--- src/rtl/serial_adder_n_pkg.sv ---
// Shared types and helpers for the bit-serial adder/subtractor.
package serial_adder_pkg;

   typedef enum logic [1:0] {
      IDLE = 2'd0,
      RUN  = 2'd1,
      DONE = 2'd2
   } sa_state_t;

   // Number of slice iterations needed to cover a full operand.
   function automatic int sa_steps(input int width, input int slice);
      return width / slice;
   endfunction

endpackage

--- src/rtl/serial_adder_n_if.sv ---
// Start/busy/done request bus of the serial adder: operands in, result and flags out.
interface serial_adder_n_if #(
   parameter int WIDTH = 8
);
   logic             start;
   logic             sub;
   logic [WIDTH-1:0] a;
   logic [WIDTH-1:0] b;
   logic             busy;
   logic             done;
   logic [WIDTH-1:0] sum;
   logic             cout;
   logic             ovf;

   modport master (
      output start, sub, a, b,
      input  busy, done, sum, cout, ovf
   );

   modport slave (
      input  start, sub, a, b,
      output busy, done, sum, cout, ovf
   );
endinterface

--- src/rtl/serial_adder_n_full_adder_slice.sv ---
// Combinational ripple of SLICE one-bit full adders; also exposes the carry into the top bit
// so the caller can form signed overflow on the final slice.
module full_adder_slice #(
   parameter int SLICE = 1
) (
   input  logic [SLICE-1:0] a,
   input  logic [SLICE-1:0] b,
   input  logic             cin,
   output logic [SLICE-1:0] s,
   output logic             cout,
   output logic             c_msb
);

   // Each stage owns its carry pair so the chain is a plain DAG of scalars.
   for (genvar gi = 0; gi < SLICE; gi++) begin : g_bit
      logic ci;
      logic co;
      if (gi == 0) begin : g_first
         assign ci = cin;
      end else begin : g_next
         assign ci = g_bit[gi-1].co;
      end
      assign s[gi] = a[gi] ^ b[gi] ^ ci;
      assign co    = (a[gi] & b[gi]) | (a[gi] & ci) | (b[gi] & ci);
   end

   assign cout  = g_bit[SLICE-1].co;
   assign c_msb = g_bit[SLICE-1].ci;

endmodule

--- src/rtl/serial_adder_n.sv ---
// Bit-serial adder/subtractor: one SLICE-wide full adder reused LSB-first over WIDTH/SLICE
// cycles, with a start/busy/done handshake and registered sum/cout/ovf results.
module serial_adder_n
   import serial_adder_pkg::*;
#(
   parameter int WIDTH = 8,
   parameter int SLICE = 1
) (
   input  logic            clk,
   input  logic            rst_n,
   serial_adder_n_if.slave bus
);

   localparam int             STEPS = sa_steps(WIDTH, SLICE);
   localparam int             CW    = (STEPS > 1) ? $clog2(STEPS) : 1;
   localparam logic [CW-1:0]  LAST  = CW'(STEPS - 1);

   if (WIDTH < 2 || (WIDTH % SLICE) != 0) begin : g_bad_params
      $error("serial_adder_n: WIDTH must be >= 2 and a multiple of SLICE");
   end

   sa_state_t        state_q, state_d;
   logic [CW-1:0]    cnt_q, cnt_d;
   logic             carry_q, carry_d;
   logic [WIDTH-1:0] opa_q, opa_d;
   logic [WIDTH-1:0] opb_q, opb_d;
   logic [WIDTH-1:0] acc_q, acc_d;
   logic [WIDTH-1:0] sum_q, sum_d;
   logic             cout_q, cout_d;
   logic             ovf_q, ovf_d;

   logic [SLICE-1:0] fa_a;
   logic [SLICE-1:0] fa_b;
   logic [SLICE-1:0] fa_s;
   logic             fa_cout;
   logic             fa_c_msb;

   always_comb begin
      fa_a = opa_q[int'(cnt_q) * SLICE +: SLICE];
      fa_b = opb_q[int'(cnt_q) * SLICE +: SLICE];
   end

   full_adder_slice #(
      .SLICE (SLICE)
   ) u_slice (
      .a     (fa_a),
      .b     (fa_b),
      .cin   (carry_q),
      .s     (fa_s),
      .cout  (fa_cout),
      .c_msb (fa_c_msb)
   );

   always_comb begin
      state_d = state_q;
      cnt_d   = cnt_q;
      carry_d = carry_q;
      opa_d   = opa_q;
      opb_d   = opb_q;
      acc_d   = acc_q;
      sum_d   = sum_q;
      cout_d  = cout_q;
      ovf_d   = ovf_q;

      unique case (state_q)
         IDLE: begin
            if (bus.start) begin
               // Subtraction is a + ~b + 1: invert B here and seed the carry with sub.
               opa_d   = bus.a;
               opb_d   = bus.sub ? ~bus.b : bus.b;
               carry_d = bus.sub;
               cnt_d   = '0;
               state_d = RUN;
            end
         end
         RUN: begin
            acc_d[int'(cnt_q) * SLICE +: SLICE] = fa_s;
            carry_d = fa_cout;
            cnt_d   = cnt_q + CW'(1);
            if (cnt_q == LAST) begin
               // On the last slice fa_c_msb is the carry into bit WIDTH-1.
               sum_d   = acc_d;
               cout_d  = fa_cout;
               ovf_d   = fa_c_msb ^ fa_cout;
               state_d = DONE;
            end
         end
         DONE: begin
            state_d = IDLE;
         end
         default: begin
            state_d = IDLE;
         end
      endcase
   end

   always_ff @(posedge clk) begin
      if (!rst_n) begin
         state_q <= IDLE;
         cnt_q   <= '0;
         carry_q <= 1'b0;
         opa_q   <= '0;
         opb_q   <= '0;
         acc_q   <= '0;
         sum_q   <= '0;
         cout_q  <= 1'b0;
         ovf_q   <= 1'b0;
      end else begin
         state_q <= state_d;
         cnt_q   <= cnt_d;
         carry_q <= carry_d;
         opa_q   <= opa_d;
         opb_q   <= opb_d;
         acc_q   <= acc_d;
         sum_q   <= sum_d;
         cout_q  <= cout_d;
         ovf_q   <= ovf_d;
      end
   end

   assign bus.busy = (state_q == RUN);
   assign bus.done = (state_q == DONE);
   assign bus.sum  = sum_q;
   assign bus.cout = cout_q;
   assign bus.ovf  = ovf_q;

endmodule

--- src/flat_wrapper.sv ---
// flat-port wrapper written by rule: the top's interface ports become plain ports
module serial_adder_n_flat import serial_adder_pkg::*;
#(
   parameter int WIDTH = 8,
   parameter int SLICE = 1
)
  (clk, rst_n, bus_start, bus_sub, bus_a, bus_b, bus_busy, bus_done, bus_sum, bus_cout, bus_ovf);
  serial_adder_n_if #(.WIDTH(WIDTH)) bus_i ();
  input  logic clk;
  input  logic rst_n;
  input wire logic [$bits(bus_i.start)-1:0] bus_start;
  input wire logic [$bits(bus_i.sub)-1:0] bus_sub;
  input wire logic [$bits(bus_i.a)-1:0] bus_a;
  input wire logic [$bits(bus_i.b)-1:0] bus_b;
  output wire logic [$bits(bus_i.busy)-1:0] bus_busy;
  output wire logic [$bits(bus_i.done)-1:0] bus_done;
  output wire logic [$bits(bus_i.sum)-1:0] bus_sum;
  output wire logic [$bits(bus_i.cout)-1:0] bus_cout;
  output wire logic [$bits(bus_i.ovf)-1:0] bus_ovf;
  assign bus_i.start = bus_start;
  assign bus_i.sub = bus_sub;
  assign bus_i.a = bus_a;
  assign bus_i.b = bus_b;
  assign bus_busy = bus_i.busy;
  assign bus_done = bus_i.done;
  assign bus_sum = bus_i.sum;
  assign bus_cout = bus_i.cout;
  assign bus_ovf = bus_i.ovf;
  serial_adder_n #(.WIDTH(WIDTH), .SLICE(SLICE)) u_core (.clk(clk), .rst_n(rst_n), .bus(bus_i));
endmodule
--- config.mk ---
export PLATFORM = sky130hd
export DESIGN_NAME = serial_adder_n_flat
export DESIGN_NICKNAME = d
export VERILOG_FILES = /design/src/rtl/serial_adder_n_pkg.sv /design/src/rtl/serial_adder_n_if.sv /design/src/rtl/serial_adder_n_full_adder_slice.sv /design/src/rtl/serial_adder_n.sv /design/src/flat_wrapper.sv
export SDC_FILE = /design/constraint.sdc
export NUM_CORES = 1
export LEC_CHECK = 0
export ABC_AREA = 1
export BUFFER_PORTS_ARGS = -buffer_cell sky130_fd_sc_hd__buf_4
export CORE_MARGIN = 5
export CORE_UTILIZATION = 55
export DETAILED_ROUTE_END_ITERATION = 7
export PLACE_DENSITY = 0.88
export SYNTH_ARGS = -nofsm -noshare
export SYNTH_HDL_FRONTEND = slang
export SYNTH_SLANG_ARGS = --single-unit
export TNS_END_PERCENT = 20
--- constraint.sdc ---
create_clock -name clk -period 2.5 [get_ports clk]
set_input_delay 0.25 -clock clk [delete_from_list [all_inputs] [get_ports clk]]
set_output_delay 0.25 -clock clk [all_outputs]
set_load 0.02 [all_outputs]
==> results of run 1 <==
[per-layer routing]
metal,GRT usage,routed length [um]
met1,0.242,2040
met2,0.273,1840
met4,0.0681,56
met3,0.0430,167
met5,0,0
[cells in the final DEF, fill, tap and decap left out, types with 3 or more instances in the layout]
cell	instances
buf_4	34
inv_2	3
nor2_1	39
o21ai_0	36
nand3_1	9
inv_1	28
ha_1	7
o211ai_1	4
a21oi_1	29
a211oi_1	4
nand2_1	49
clkbuf_4	5
dfxtp_1	39
xnor2_1	4
xor2_1	5
[worst max-delay path: stages (launching register included)]
cell      delay [ns]
dfxtp_2         0.48
inv_2           0.14
o21ai_0         0.18
o211ai_1        0.10
nand2_1         0.10
fa_1            0.46
nor2_1          0.16
nand2_1         0.09
nand3_1         0.07
nand2_1         0.08
a21oi_1         0.15
[cell type report]
| class | instances | area [um^2] | share of cell area |
|---|---|---|---|
| tap | 46 | 57.6 | 0.0253 |
| clock inverter | 2 | 12.5 | 0.00551 |
| sequential | 40 | 802 | 0.353 |
| clock buffer | 5 | 37.5 | 0.0165 |
| timing repair buffer | 34 | 255 | 0.112 |
| inverter | 31 | 116 | 0.0512 |
| multi-input combinational | 191 | 990 | 0.436 |
[state kept, by name (all words and copies together), names as in the netlist]
name	cells
u_core.bus.sum	8
u_core.bus.cout	1
u_core.carry_q	1
u_core.acc_q	8
u_core.state_q	2
u_core.bus.ovf	1
u_core.cnt_q	3
u_core.opb_q	8
u_core.opa_q	8
[power by group]
part           internal [mW]  switching, mW  total, mW
combinational         0.0974          0.146      0.243
sequential             0.676         0.0251      0.702
clock                  0.103          0.210      0.313
total                  0.876          0.382       1.26
[per-stage QoR]
stage | power (mW) | cells | cell area (um^2) | util | worst slack, ns
finish | 1.26 | 349 | 2270 | 0.665 | 0.408
global route | 1.33 | 349 | 2270 | 0.665 | 0.156
CTS | 1.26 | 349 | 2270 | 0.664 | 0.226
detailed placement | 0.957 | 342 | 2220 | 0.650 | 0.246
global placement | 0.949 | 342 | 2220 | 0.650 | 0.370
floorplan | 0.893 | 276 | 1980 | - | 0.601
[logic make-up (layout without fill, tap and decap cells)]
family / Yosys count / count (layout)
xor+xnor: 9 / 9
fa+ha+maj: 8 / 8
compound gates: 74 / 74
buf+inv: 45 / 72
simple gates: 100 / 100
flops: 40 / 40
[path summary, 6_finish.rpt]
check | start | endpoint
worst min register to register | u_core.opb_q[3] | u_core.opb_q[3]
worst min-delay path | bus_a[4] | u_core.opa_q[4]
worst max register to register | u_core.cnt_q[0] | u_core.bus.sum[3]
worst max-delay path | u_core.cnt_q[0] | u_core.bus.sum[3]
==> impl_metrics.ini, run 1 <==
[outcome]
status = finished clean

[placement]
gp_congestion = 0.856
dp_hpwl_mm = 3.00
port_buffers = 31

[clock_tree]
numClockSinks = 40
ctsResizeCount = 0
cts_buffers = 5
cts_setup_buffers = 0
cts_tree = built
htreeDepth = 2
clockBufferDepth = 2
clkTransAtPathRegs_ns = 0.12
cts-root-buf = clkbuf_4
clk_latency_ns = 0.35
cts_hold_buf = 0

[yosys]
synth-xor-area-share = 0.0398
yosysTopAreaCellShare = 0.405
syn-instance-count = 276
synth_common_cells = nand2_1, dfxtp_1, nor2_1, o21ai_0, a21oi_1
ys_seq_area_frac = 0.405
synth_area_um2 = 1980
synthMuxAreaShare = 0
yosys.area.top_type = dfxtp_1
synth-simple-area-share = 0.208
synth-seq-cells = 40
synthAdderAreaFrac = 0.0544
yosysMostFrequentCell = nand2_1
synth_warnings = 0
async_flop_share = 0
syn_avg_cell_area_um2 = 7.17
syn-num-nets = 304
synth_compound_area_frac = 0.198
synth_ff_type = dfxtp_1
synth.distinct_cells = 22
synth_area_leaders = dfxtp_1, nand2_1, o21ai_0, nor2_1, a21oi_1
synth_edf_count = 0
synth_top_family_by_area = simple AND/OR/NAND/NOR gates

[route]
final_antenna_net_count = 0
drc = 0
firstDrtPassIters = 4
routed_wl_mm = 4.10
drt-initial-drc-count = 113
num_vias = 1791
wire_per_inst_um = 11.8
avgViaCountPerCell = 5.13

[sta]
slew_headroom = 0.630
setup_violations = 0
setup_tns_ns = 0
rsz0062_at_grt = false
fmax_ghz = 0.478
slew_violations = 0
finClkSkew_ns = 0.0120
period_minus_slack_ns = 2.09
hold_violations = 0
whs_ns = 0.113
fin_crit_sh = 0.837
tightest_slew_ns = 0.554

[min_path]
holdPathStages = 3
hold_path_class = input port to flop

[critical_path]
required_ns = 2.78
endpoint_kind = flop
rr_worst_depth = 10
worstPathMaxFanout = 14
cp-start-kind = flop
critPathArrivalTime_ns = 2.37
rrSetupSlack_ns = 0.41
worst-setup-path-type = flop to flop

[pwr]
powerDensity_nw_per_um2 = 554
leakagePower_nw = 1.04
ir_drop_mv = 0.396

[floorplan]
die_w_um = 70.0
core_area_um2 = 3420
die_h_um = 70.0
rows = 21
dieArea_um2 = 4900
pin_count = 32
start_util = 0.579

[global_routing]
antenna_found_initial = 0
grt_first_pass_wirelength_mm = 7.25
overflow = 0
grt_use_total = 0.178
grt_pass1_vias = 1660
grt_max_degree = 34

[finish]
drive_above_1_share = 0.155
area_delta_synth_final_pct = 14.8
antenna_cells = 0
fillers = 304
nets = 331

[run]
maxCapViolations = 0
(Power assumes the default switching activity.)
==> inputs of run 2 (changes only) <==
- ABC_AREA: 1 -> 0
- CORE_UTILIZATION: 55 -> 56
- PLACE_DENSITY: 0.88 -> 0.89
- clock period: 2.5 -> 2.1 ns (I/O delays scaled with it)
==> impl_metrics.ini, run 2 <==
[outcome]
status = complete, but fails checks
violations = setup timing

[clock_tree]
clkTransAtPathRegs_ns = 0.08
cts_buffers = 5
numClockSinks = 40
cts_hold_buf = 0
clockBufferDepth = 2
cts-root-buf = clkbuf_8
htreeDepth = 2
clk_latency_ns = 0.30
cts_tree = built

[finish]
fillers = 284
finalNonFillerCells = 310
layout_common_cells = buf_4, nand2_1, dfxtp_1, a21boi_1
area_delta_synth_final_pct = 23.1
seq_area_um2 = 805
nets = 289
final_common_cell = buf_4
multi_input_area_um2 = 1240
stdcell_area_um2 = 2590
drive_above_1_share = 0.275
antenna_cells = 0

[critical_path]
required_ns = 2.33
rrSetupSlack_ns = -0.31
endpoint_kind = flop
r2r-start = u_core.cnt_q[0]
reg2reg_to = u_core.bus.sum[3]
worst-setup-path-type = flop to flop
worstPathMaxFanout = 5
critPathArrivalTime_ns = 2.64
cp-start-kind = flop
crit_start = u_core.cnt_q[0]
rr_worst_depth = 7

[pwr]
combPwrFrac = 0.176
leakagePower_nw = 1.12
power.switching_mw = 0.439
powerDensity_nw_per_um2 = 632
intPower_mw = 1.20
p_seq_frac = 0.495
ir_drop_mv = 0.502
p_total_mw = 1.64
swShare = 0.268
clkPwrFrac = 0.329

[floorplan]
core_area_um2 = 3660
start_util = 0.575
pin_count = 32
die_w_um = 71.3
dieArea_um2 = 5080
rows = 22
die_h_um = 71.3

[sta]
fmax_ghz = 0.415
fin_crit_sh = 1.15
setup_ws_ns = -0.312
rsz0062_at_grt = true
finClkSkew_ns = 0.00990
hold_violations = 0
slew_violations = 0
tightest_slew_ns = 0.523
period_minus_slack_ns = 2.41
setup_violations = 15
setup_tns_ns = -2.92
slew_headroom = 0.646

[yosys]
yosysMostFrequentCell = dfxtp_1
synth_edf_count = 0
synth-seq-cells = 40
synth_common_cells = dfxtp_1, nand2_1, a21boi_1, o211a_1, xnor2_1
async_flop_share = 0
yosys.area.top_type = dfxtp_1
yosysTopAreaCellShare = 0.381
synth.distinct_cells = 45
syn-instance-count = 221
ys_seq_area_frac = 0.381
syn_avg_cell_area_um2 = 9.52
syn-num-nets = 249
synth_warnings = 0
synth_area_um2 = 2100
synth_area_leaders = dfxtp_1, nand2_1, o211a_1, mux4_2, ha_1
synth_ff_type = dfxtp_1

[placement]
port_buffers = 31
dp_slack_ns = -0.382
place_area_um2 = 2450
gp_congestion = 0.780
post-place-cells = 301
dp_hpwl_mm = 3.18

[route]
firstDrtPassIters = 5
drt-initial-drc-count = 132
drc = 0
final_antenna_net_count = 0
num_vias = 1774
wire_per_inst_um = 14.3
routed_wl_mm = 4.45
avgViaCountPerCell = 5.72

[global_routing]
antenna_found_initial = 0
grt_first_pass_wirelength_mm = 7.64
overflow = 0
grt_use_total = 0.188
grt_pass1_vias = 1694
grt_max_degree = 46

[min_path]
holdPathStages = 3
hold_path_end = u_core.opa_q[2]
min_from = bus_a[2]
hold_path_class = input port to flop

[run]
maxCapViolations = 0
==> run 2: changes by cell type after synthesis, sizes merged, moves of 5 or more <==
cell,change
a21boi,+10
a21oi,-25
a31oi,+5
inv,-26
mux2i,+8
nand2,-10
nand3,-7
nor2,-37
o211a,+9
o21ai,-26
xnor2,+5
xor2,-5
==> run 2: through the flow <==
| stage | hold WS [ns] | util |
|---|---|---|
| after floorplan | 0.345 | - |
| after detailed placement | 0.447 | 0.669 |
| after global placement | 0.444 | 0.669 |
| after CTS | 0.142 | 0.703 |
| final | 0.147 | 0.707 |
| after global routing | 0.146 | 0.707 |
==> run 2: final cells by class <==
| cell class | count | share of cell area |
|---|---|---|
| Multi-Input combinational cell | 161 | 0.477 |
| Sequential cell | 40 | 0.311 |
| Timing Repair Buffer | 48 | 0.144 |
| Clock buffer | 6 | 0.0319 |
| Tap cell | 48 | 0.0232 |
| Inverter | 5 | 0.00725 |
| Clock inverter | 2 | 0.00580 |
==> run 2: power by group through the flow <==
| stage | Combinational [mW] | Sequential [mW] | Clock [mW] |
|---|---|---|---|
| 2_1_floorplan | 0.183 | 0.820 | 0 |
| 3_3_place_gp | 0.261 | 0.828 | 0 |
| 3_5_place_dp | 0.269 | 0.828 | 0 |
| 4_1_cts | 0.284 | 0.810 | 0.552 |
| 5_1_grt | 0.313 | 0.815 | 0.588 |
| 6_report | 0.288 | 0.810 | 0.539 |
==> run 2: layer usage <==
metal	global-route usage	part of all wire	vias to the layer above
li1	-	-	876
met1	0.236	0.43	842
met2	0.299	0.50	49
met3	0.0449	0.053	7
met4	0.0960	0.020	0
met5	0	0	-
==> run 2: how the worst max path moves through the flow <==
stage                     slack [ns]  depth (start not counted)                 to
after CTS                      -0.30                          6    u_core.acc_q[2]
final                          -0.31                          7  u_core.bus.sum[3]
after global routing           -0.42                          6    u_core.acc_q[3]
after global placement         -0.24                          6    u_core.acc_q[2]
after floorplan                -0.37                          8    u_core.acc_q[2]
after detailed placement       -0.38                          6    u_core.acc_q[2]
==> run 2: kinds of logic after synthesis <==
family | share of synthesized area
XOR/XNOR | 0.0375
AND/OR/NAND/NOR | 0.205
buffers and inverters | 0.0470
flip-flops | 0.381
multiplexers | 0.0809
AO/OA/AOI/OAI | 0.198
adder cells (fa/ha/maj) | 0.0512
==> run 2: what timing repair did <==
item	CTS	global route
setup buffers	0	1
resized for setup	5	1
pin swaps	8	4
endpoints found under the setup margin	15	16
==> run 2: critical path, cell delays in order, from the launching register on <==
cell and delay (ns):
dfxtp_4 0.39, mux4_2 0.54, mux2i_4 0.17, fa_2 0.51, nor4b_4 0.36, buf_4 0.17, mux2i_1 0.06, a21oi_1 0.13
